[config.mk]
export PLATFORM = sky130hd
export DESIGN_NAME = uart_case_ctrl
export DESIGN_NICKNAME = d
export VERILOG_FILES = /design/src/rtl/uart_pkg.sv /design/src/rtl/uart_case_map.sv /design/src/rtl/uart_case_ctrl.sv
export SDC_FILE = /design/constraint.sdc
export NUM_CORES = 1
export LEC_CHECK = 0
export CAP_MARGIN = 20
export CORE_MARGIN = 2
export CORE_UTILIZATION = 52
export DETAILED_ROUTE_END_ITERATION = 10
export GPL_TIMING_DRIVEN = 0
export PLACE_DENSITY_LB_ADDON = 0.05
export SYNTH_ARGS = -nofsm -noshare
export SYNTH_HDL_FRONTEND = slang
export SYNTH_HIERARCHICAL = 1
export SYNTH_SLANG_ARGS = --single-unit
[constraint.sdc]
create_clock -name i_clk -period 4.4 [get_ports i_clk]
set_input_delay 0.66 -clock i_clk [delete_from_list [all_inputs] [get_ports i_clk]]
set_output_delay 0.66 -clock i_clk [all_outputs]
set_load 0.01 [all_outputs]
[src/rtl/uart_pkg.sv]
// Shared encodings for the UART case-converter datapath: modes, ASCII constants, FSM states.
package uart_pkg;

  typedef logic [1:0] mode_t;

  localparam mode_t MODE_UPPER  = 2'd0;
  localparam mode_t MODE_LOWER  = 2'd1;
  localparam mode_t MODE_TOGGLE = 2'd2;
  localparam mode_t MODE_PASS   = 2'd3;

  localparam logic [7:0] ASCII_U = 8'h55;
  localparam logic [7:0] ASCII_L = 8'h4C;
  localparam logic [7:0] ASCII_T = 8'h54;
  localparam logic [7:0] ASCII_P = 8'h50;

  localparam logic [7:0] UPPER_FIRST = 8'h41;
  localparam logic [7:0] UPPER_LAST  = 8'h5A;
  localparam logic [7:0] LOWER_FIRST = 8'h61;
  localparam logic [7:0] LOWER_LAST  = 8'h7A;
  localparam logic [7:0] CASE_BIT    = 8'h20;

  typedef logic [1:0] state_t;

  localparam state_t ST_IDLE = 2'd0;
  localparam state_t ST_POP  = 2'd1;
  localparam state_t ST_WAIT = 2'd2;
  localparam state_t ST_PUSH = 2'd3;

endpackage

[src/rtl/uart_case_map.sv]
// Combinational ASCII case mapper; shared with the loopback test path.
module uart_case_map
  import uart_pkg::*;
(
  input  logic [7:0] i_byte,
  input  mode_t      i_mode,
  output logic [7:0] o_byte
);

  logic is_upper;
  logic is_lower;

  assign is_upper = (i_byte >= UPPER_FIRST) && (i_byte <= UPPER_LAST);
  assign is_lower = (i_byte >= LOWER_FIRST) && (i_byte <= LOWER_LAST);

  always_comb begin
    o_byte = i_byte;
    unique case (i_mode)
      MODE_UPPER:  if (is_lower) o_byte = i_byte - CASE_BIT;
      MODE_LOWER:  if (is_upper) o_byte = i_byte + CASE_BIT;
      MODE_TOGGLE: if (is_upper || is_lower) o_byte = i_byte ^ CASE_BIT;
      MODE_PASS:   o_byte = i_byte;
      default:     o_byte = i_byte;
    endcase
  end

endmodule

[src/rtl/uart_case_ctrl.sv]
// Moves bytes from the RX FIFO to the TX FIFO through the case mapper, with an in-band
// escape protocol for selecting the mapping mode.
module uart_case_ctrl
  import uart_pkg::*;
#(
  parameter logic [7:0]  ESC_CHAR     = 8'h1B,
  parameter logic [1:0]  DEFAULT_MODE = 2'd0,
  parameter int unsigned CNT_W        = 16
) (
  input  logic             i_clk,
  input  logic             i_rst,
  output logic             o_rx_rd_en,
  input  logic [7:0]       i_rx_rd_data,
  input  logic             i_rx_rd_valid,
  input  logic             i_rx_empty,
  output logic             o_tx_wr_en,
  output logic [7:0]       o_tx_wr_data,
  input  logic             i_tx_full,
  input  logic             i_tx_almostfull,
  output logic [1:0]       o_mode,
  output logic             o_busy,
  output logic             o_cmd_err,
  output logic [CNT_W-1:0] o_char_count
);

  state_t           state_q, state_d;
  mode_t            mode_q, mode_d;
  logic             esc_q, esc_d;
  logic [7:0]       hold_q, hold_d;
  logic [CNT_W-1:0] count_q, count_d;
  logic             cmd_err;
  logic             can_pop;
  logic [7:0]       mapped;

  uart_case_map u_case_map (
    .i_byte (i_rx_rd_data),
    .i_mode (mode_q),
    .o_byte (mapped)
  );

  // almost-full only gates new pops; an in-flight byte always reaches PUSH
  assign can_pop = !i_rx_empty && !i_tx_almostfull;

  always_comb begin
    state_d = state_q;
    mode_d  = mode_q;
    esc_d   = esc_q;
    hold_d  = hold_q;
    count_d = count_q;
    cmd_err = 1'b0;
    unique case (state_q)
      ST_IDLE: begin
        if (can_pop) state_d = ST_POP;
      end
      ST_POP: begin
        state_d = ST_WAIT;
      end
      ST_WAIT: begin
        state_d = ST_IDLE;
        if (i_rx_rd_valid) begin
          if (!esc_q) begin
            if (i_rx_rd_data == ESC_CHAR) begin
              esc_d = 1'b1;
            end else begin
              hold_d  = mapped;
              state_d = ST_PUSH;
            end
          end else begin
            esc_d = 1'b0;
            if (i_rx_rd_data == ASCII_U) begin
              mode_d = MODE_UPPER;
            end else if (i_rx_rd_data == ASCII_L) begin
              mode_d = MODE_LOWER;
            end else if (i_rx_rd_data == ASCII_T) begin
              mode_d = MODE_TOGGLE;
            end else if (i_rx_rd_data == ASCII_P) begin
              mode_d = MODE_PASS;
            end else if (i_rx_rd_data == ESC_CHAR) begin
              // doubled escape forwards one literal escape, unmapped
              hold_d  = ESC_CHAR;
              state_d = ST_PUSH;
            end else begin
              cmd_err = 1'b1;
            end
          end
        end
      end
      ST_PUSH: begin
        if (!i_tx_full) begin
          count_d = count_q + CNT_W'(1);
          state_d = can_pop ? ST_POP : ST_IDLE;
        end
      end
      default: state_d = ST_IDLE;
    endcase
  end

  always_ff @(posedge i_clk or posedge i_rst) begin
    if (i_rst) begin
      state_q <= ST_IDLE;
      mode_q  <= DEFAULT_MODE;
      esc_q   <= 1'b0;
      hold_q  <= 8'h00;
      count_q <= '0;
    end else begin
      state_q <= state_d;
      mode_q  <= mode_d;
      esc_q   <= esc_d;
      hold_q  <= hold_d;
      count_q <= count_d;
    end
  end

  assign o_rx_rd_en   = (state_q == ST_POP);
  assign o_tx_wr_en   = (state_q == ST_PUSH) && !i_tx_full;
  assign o_tx_wr_data = hold_q;
  assign o_mode       = mode_q;
  assign o_busy       = (state_q != ST_IDLE);
  assign o_cmd_err    = cmd_err;
  assign o_char_count = count_q;

endmodule

==> results of run 1 <==
==> stage by stage <==
| step | std cells | total power, uW |
|---|---|---|
| after global routing | 263 | 1009 |
| after floorplan | 167 | 544.8 |
| final | 263 | 941.5 |
| after global placement | 254 | 700.1 |
| after CTS | 262 | 944.7 |
| after detailed placement | 254 | 711.3 |
==> cell families after synthesis <==
group | after synthesis
simple gates | 60
compound gates | 40
flops | 29
buf+inv | 18
xor+xnor | 17
fa+ha+maj | 3
==> layout make-up <==
cell class	count	area share
Timing Repair Buffer	44	0.1986
Clock buffer	7	0.02387
Multi-Input combinational cell	120	0.3842
Sequential cell	29	0.3147
Inverter	9	0.01519
Buffer	9	0.02659
Clock inverter	1	0.01302
Tap cell	44	0.02387
==> worst paths after layout <==
kind	startpoint	endpoint	slack (ns)	depth (start not counted)
min in group asynchronous	i_rst	o_char_count[15]	0.56	2
setup / recovery	i_rx_rd_data[2]	o_cmd_err	1.13	7
max in group asynchronous	i_rst	o_tx_wr_data[5]	3.45	3
hold / removal	o_char_count[15]	o_char_count[15]	0.48	1
hold reg to reg	o_char_count[15]	o_char_count[15]	0.48	1
setup reg to reg	state_q[0]	o_tx_wr_data[0]	2.79	5
==> layer usage <==
metal / global-route usage / up-vias / share of wire
li1: - / 728 / -
met1: 0.3307 / 705 / 0.48
met4: 0.08385 / 0 / 0.011
met5: 0 / - / 0
met3: 0.05882 / 6 / 0.059
met2: 0.3404 / 45 / 0.45
==> flip-flops by register name, summed over array words and instances (netlist names) <==
signal	cells
esc_q	1
state_q	2
o_char_count	16
o_tx_wr_data	8
o_mode	2
==> cell usage after synthesis, types with 2 or more instances <==
cell type  instances
and3_1             3
ha_1               3
buf_4              5
nand3b_1           4
nand4bb_1          2
clkbuf_1           2
o2bb2ai_1          4
nor2_1             9
nand4_1            6
o41ai_1            3
dfrtp_1           29
a22oi_1            4
inv_1              8
nand3_1            5
xnor2_1           13
xor2_1             4
o21ai_0            7
nand2_1           12
a21oi_1            4
nor3_1             5
o22a_1             8
==> critical path, cell delays in order <==
cell	delay, ns
clkdlybuf4s50_1	0.57
nand4bb_1	0.32
or2_1	0.28
buf_6	0.14
nand3_1	0.08
a21oi_1	0.05
clkdlybuf4s50_1	0.51
==> where the power goes <==
| group | internal (uW) | leakage, uW | switching (uW) |
|---|---|---|---|
| sequential | 322 | 0.000376 | 66.2 |
| combinational | 189 | 0.000543 | 134 |
| clock | 136 | 0.0000455 | 94.6 |
==> impl_metrics.yaml, run 1 <==
status:
  status: "complete, no violations"
synthesis:
  synth-compound-area-share: 0.1795
  synth.net_count: 184
  ys_top_cells_by_area: "dfrtp_1 42%, xnor2_1 6.7%, o22a_1 4.1%"
  synth_xor_area_frac: 0.08718
  ys_seq_area_frac: 0.4249
  synthFlopType: "dfrtp_1"
  syn_inst: 167
  ys_warn_count: 6
  avgSynthCellArea_sq_um: 10.23
  synth_top_area_cell: "dfrtp_1"
  synthDistinctLibCells: 48
  async_flop_share: 1.000
  synth_edf_count: 0
  synth_top_family_by_area: "simple AND/OR/NAND/NOR gates"
  syn_area_sq_um: 1708
  ys_ff_latch: 29
  synthAdderAreaFrac: 0.02198
  synth_mux_area_frac: 0
  synth_simple_gate_area_frac: 0.2300
  synth_top_area_share: 0.4249
finish:
  regArea_sq_um: 725.7
  design_area_sq_um: 2306
  multi_input_area_sq_um: 885.9
  most-common-layout-cells: "43 x clkdlybuf4s50_1, 29 x dfrtp_1, 13 x xnor2_1"
  final_util: 0.7492
  final_nets: 235
  fillers: 227
  antenna_cells: 0
  area_growth_pct: 35.02
  drive_gt1_frac: 0.1142
  final_common_cell: "clkdlybuf4s50_1"
floorplanning:
  die_w_um: 61.31
  die_area_sq_um: 3759
  rows: 20
  core_area_sq_um: 3078
  ioPinCount: 44
  initial_core_util: 0.5549
  chipHeight_um: 61.31
placement:
  dp_slack_ns: 1.121
  place_area_sq_um: 2193
  gp_congestion: 0.7657
  dp_hpwl_mm: 2.728
  numPortBuffers: 43
critical_path:
  criticalPathCategory: "input port to output port"
  cp_max_fo: 10
  cp.required_ns: 3.74
  cp-start-kind: "input port"
  end_kind: "output port"
  arrival_ns: 2.61
timing:
  hold_viol_final: 0
  fin_skew_ns: 0.008097
  period_share: 0.7427
  slew_viol_final: 0
  tns_ns: 0
  rsz0062_at_grt: "false"
  fin_crit_ns: 3.268
  timing.final.ws_setup_ns: 1.132
  finalSetupViolCount: 0
  finalHoldWorstSlack_ns: 0.4812
  max_freq_mhz: 306.0
  max-slew-margin-rel: 0.5839
  worst_slew_pin_slew_ns: 0.6154
route:
  drt_iter0_markers: 78
  via_per_inst: 5.643
  wl_per_cell_um: 14.04
  num_vias: 1484
  drc_errors: 0
  wirelength_mm: 3.693
  drtAntennaViolNets: 0
  first_pass_iters: 4
pwr:
  p_per_area_nw_per_um2: 408.3
  ir_drop_v: 0.0003087
  p_leak_uw: 0.0009643
clock_network:
  cts_made_buffers: 5
  cts_resized: 0
  cts_tree: "yes"
  cts_setup_buffers: 0
  clock-sinks: 29
  cts_max_path_buffers: 2
  clkTransAtPathRegs_ns: 0.09
  clkLatencyLatePin_ns: 0.33
  cts_root_buf: "clkbuf_4"
  htree_levels: 2
  postCtsHoldBufs: 0
grt:
  grt_pass1_wl_mm: 6.403
  antenna_found_initial: 0
  first_global_vias: 1380
  gr-total-overflow: 0
  grt_usage: 0.2315
  grt_max_degree: 30
job:
  maxCapViolations: 0
min_path:
  hold_path_class: "register to register"
No activity file was read; power rests on OpenSTA's default activity.
==> run 2, diff against run 1 <==
- CORE_UTILIZATION: 52 -> 48
- clock period: 4.4 -> 3.1 ns (I/O delays scaled with it)
==> impl_metrics.yaml, run 2 (synthesis gave the netlist of run 1 again) <==
status:
  status: "complete, no violations"
floorplanning:
  rows: 21
  ioPinCount: 44
  initial_core_util: 0.5039
  die_w_um: 63.65
  core_area_sq_um: 3390
  chipHeight_um: 63.65
  die_area_sq_um: 4051
timing:
  max_freq_mhz: 348.5
  tns_ns: 0
  finalSetupViolCount: 0
  hold_viol_final: 0
  period_share: 0.9256
  finalHoldWorstSlack_ns: 0.4814
  slew_viol_final: 0
  max-slew-margin-rel: 0.5829
  rsz0062_at_grt: "false"
  fin_skew_ns: 0.01140
  fin_crit_ns: 2.870
  worst_slew_pin_slew_ns: 0.6170
critical_path:
  r2r_start: "o_mode[1]"
  cp_num_buf_inv: 3
  criticalPathCategory: "input port to output port"
  cp.required_ns: 2.63
  cp_top_family: "buffers and inverters"
  slowest_delay_ns: 0.66
  cp.depth: 7
  crit_slowest_cell: "clkdlybuf4s50_1"
  crit_chain: "clkdlybuf4s50_1 -> nand4bb_1 -> or2_1 -> buf_6 -> nand3_1 -> a21oi_1 -> clkdlybuf4s50_1"
  cp_max_fo: 10
  cp-start-kind: "input port"
  rr_worst_depth: 6
  end_kind: "output port"
  cpMostUsedCell: "clkdlybuf4s50_1"
  arrival_ns: 2.40
  r2r-end: "o_tx_wr_data[7]"
  startpoint: "i_rx_rd_data[2]"
  crit_path_end: "o_cmd_err"
  r2r_slack_ns: 1.48
finish:
  most-common-layout-cells: "43 x clkdlybuf4s50_1, 29 x dfrtp_1, 13 x xnor2_1"
  multi_input_area_sq_um: 885.9
  area_growth_pct: 33.41
  final_common_cell: "clkdlybuf4s50_1"
  fillers: 273
  antenna_cells: 0
  final_nets: 235
  largest_register_ff_count: 16
  regArea_sq_um: 725.7
  drive_gt1_frac: 0.1101
route:
  first_pass_iters: 4
  drc_errors: 0
  wirelength_mm: 3.880
  num_vias: 1492
  drtAntennaViolNets: 0
  wl_per_cell_um: 14.70
  drt_iter0_markers: 64
  via_per_inst: 5.652
clock_network:
  cts_resized: 0
  cts_tree: "yes"
  clock-sinks: 29
  postCtsHoldBufs: 0
  clkTransAtPathRegs_ns: 0.09
  clkLatencyLatePin_ns: 0.33
  cts_root_buf: "clkbuf_4"
  cts_setup_buffers: 0
  cts_made_buffers: 5
  cts_max_path_buffers: 2
  htree_levels: 2
grt:
  grt_max_degree: 30
  grt_usage: 0.2064
  gr-total-overflow: 0
  grt_pass1_wl_mm: 6.575
  antenna_found_initial: 0
  first_global_vias: 1437
job:
  maxCapViolations: 0
pwr:
  p_per_area_nw_per_um2: 547.2
  ir_drop_v: 0.0003827
  p_leak_uw: 0.0009502
min_path:
  hold_path_class: "input port to asynchronous set/reset pin"
placement:
  numPortBuffers: 43
  dp_hpwl_mm: 2.808
  gp_congestion: 0.7662
-- run 2: cell types whose count changed in the layout (fill, tap and decap cells not counted), sizes merged --
cell	delta
bufinv	-1
-- run 2: layer usage --
| layer | track usage | up-vias | routed length [um] |
|---|---|---|---|
| met2 | 0.3237 | 32 | 1814 |
| met3 | 0.07321 | 6 | 186 |
| met4 | 0.05707 | 0 | 49 |
| met1 | 0.2694 | 730 | 1829 |
| met5 | 0 | - | 0 |
| li1 | - | 724 | - |
-- run 2: report_power, final --
part / internal [uW] / total [uW] / switching [uW]
sequential: 457 / 551 / 94.4
combinational: 269 / 463 / 194
clock: 107 / 232 / 126
total: 833 / 1250 / 414
-- run 2: area by class of cell --
cell class | instances | share of cell area
sequential | 29 | 0.3185
timing repair buffer | 44 | 0.2010
inverter | 9 | 0.01538
multi-input combinational | 120 | 0.3888
tap | 46 | 0.02526
clock buffer | 7 | 0.02416
buffer | 9 | 0.02691
-- run 2: worst min-delay path by stage --
stage / startpoint / end / slack, ns / depth (start not counted)
after CTS: o_char_count[15] / o_char_count[15] / 0.49 / 1
after floorplan: o_char_count[15] / o_char_count[15] / 0.51 / 1
after global routing: i_rst / o_char_count[13] / 0.49 / 2
after global placement: o_char_count[15] / o_char_count[15] / 0.46 / 1
after detailed placement: o_char_count[15] / o_char_count[15] / 0.47 / 1
final: i_rst / o_char_count[13] / 0.48 / 2
-- run 2: through the flow --
| step | util | worst slack, ns | instance area [sq um] | total power, uW | std cells |
|---|---|---|---|---|---|
| after CTS | 0.6641 | 0.2243 | 2251 | 1255 | 263 |
| after floorplan | - | 1.186 | 1708 | 773.3 | 167 |
| after detailed placement | 0.6478 | 0.2225 | 2196 | 1017 | 256 |
| after global placement | 0.6478 | 0.2434 | 2196 | 997.2 | 256 |
| after global routing | 0.6722 | 0.1309 | 2278 | 1334 | 264 |
| final | 0.6722 | 0.2305 | 2278 | 1247 | 264 |
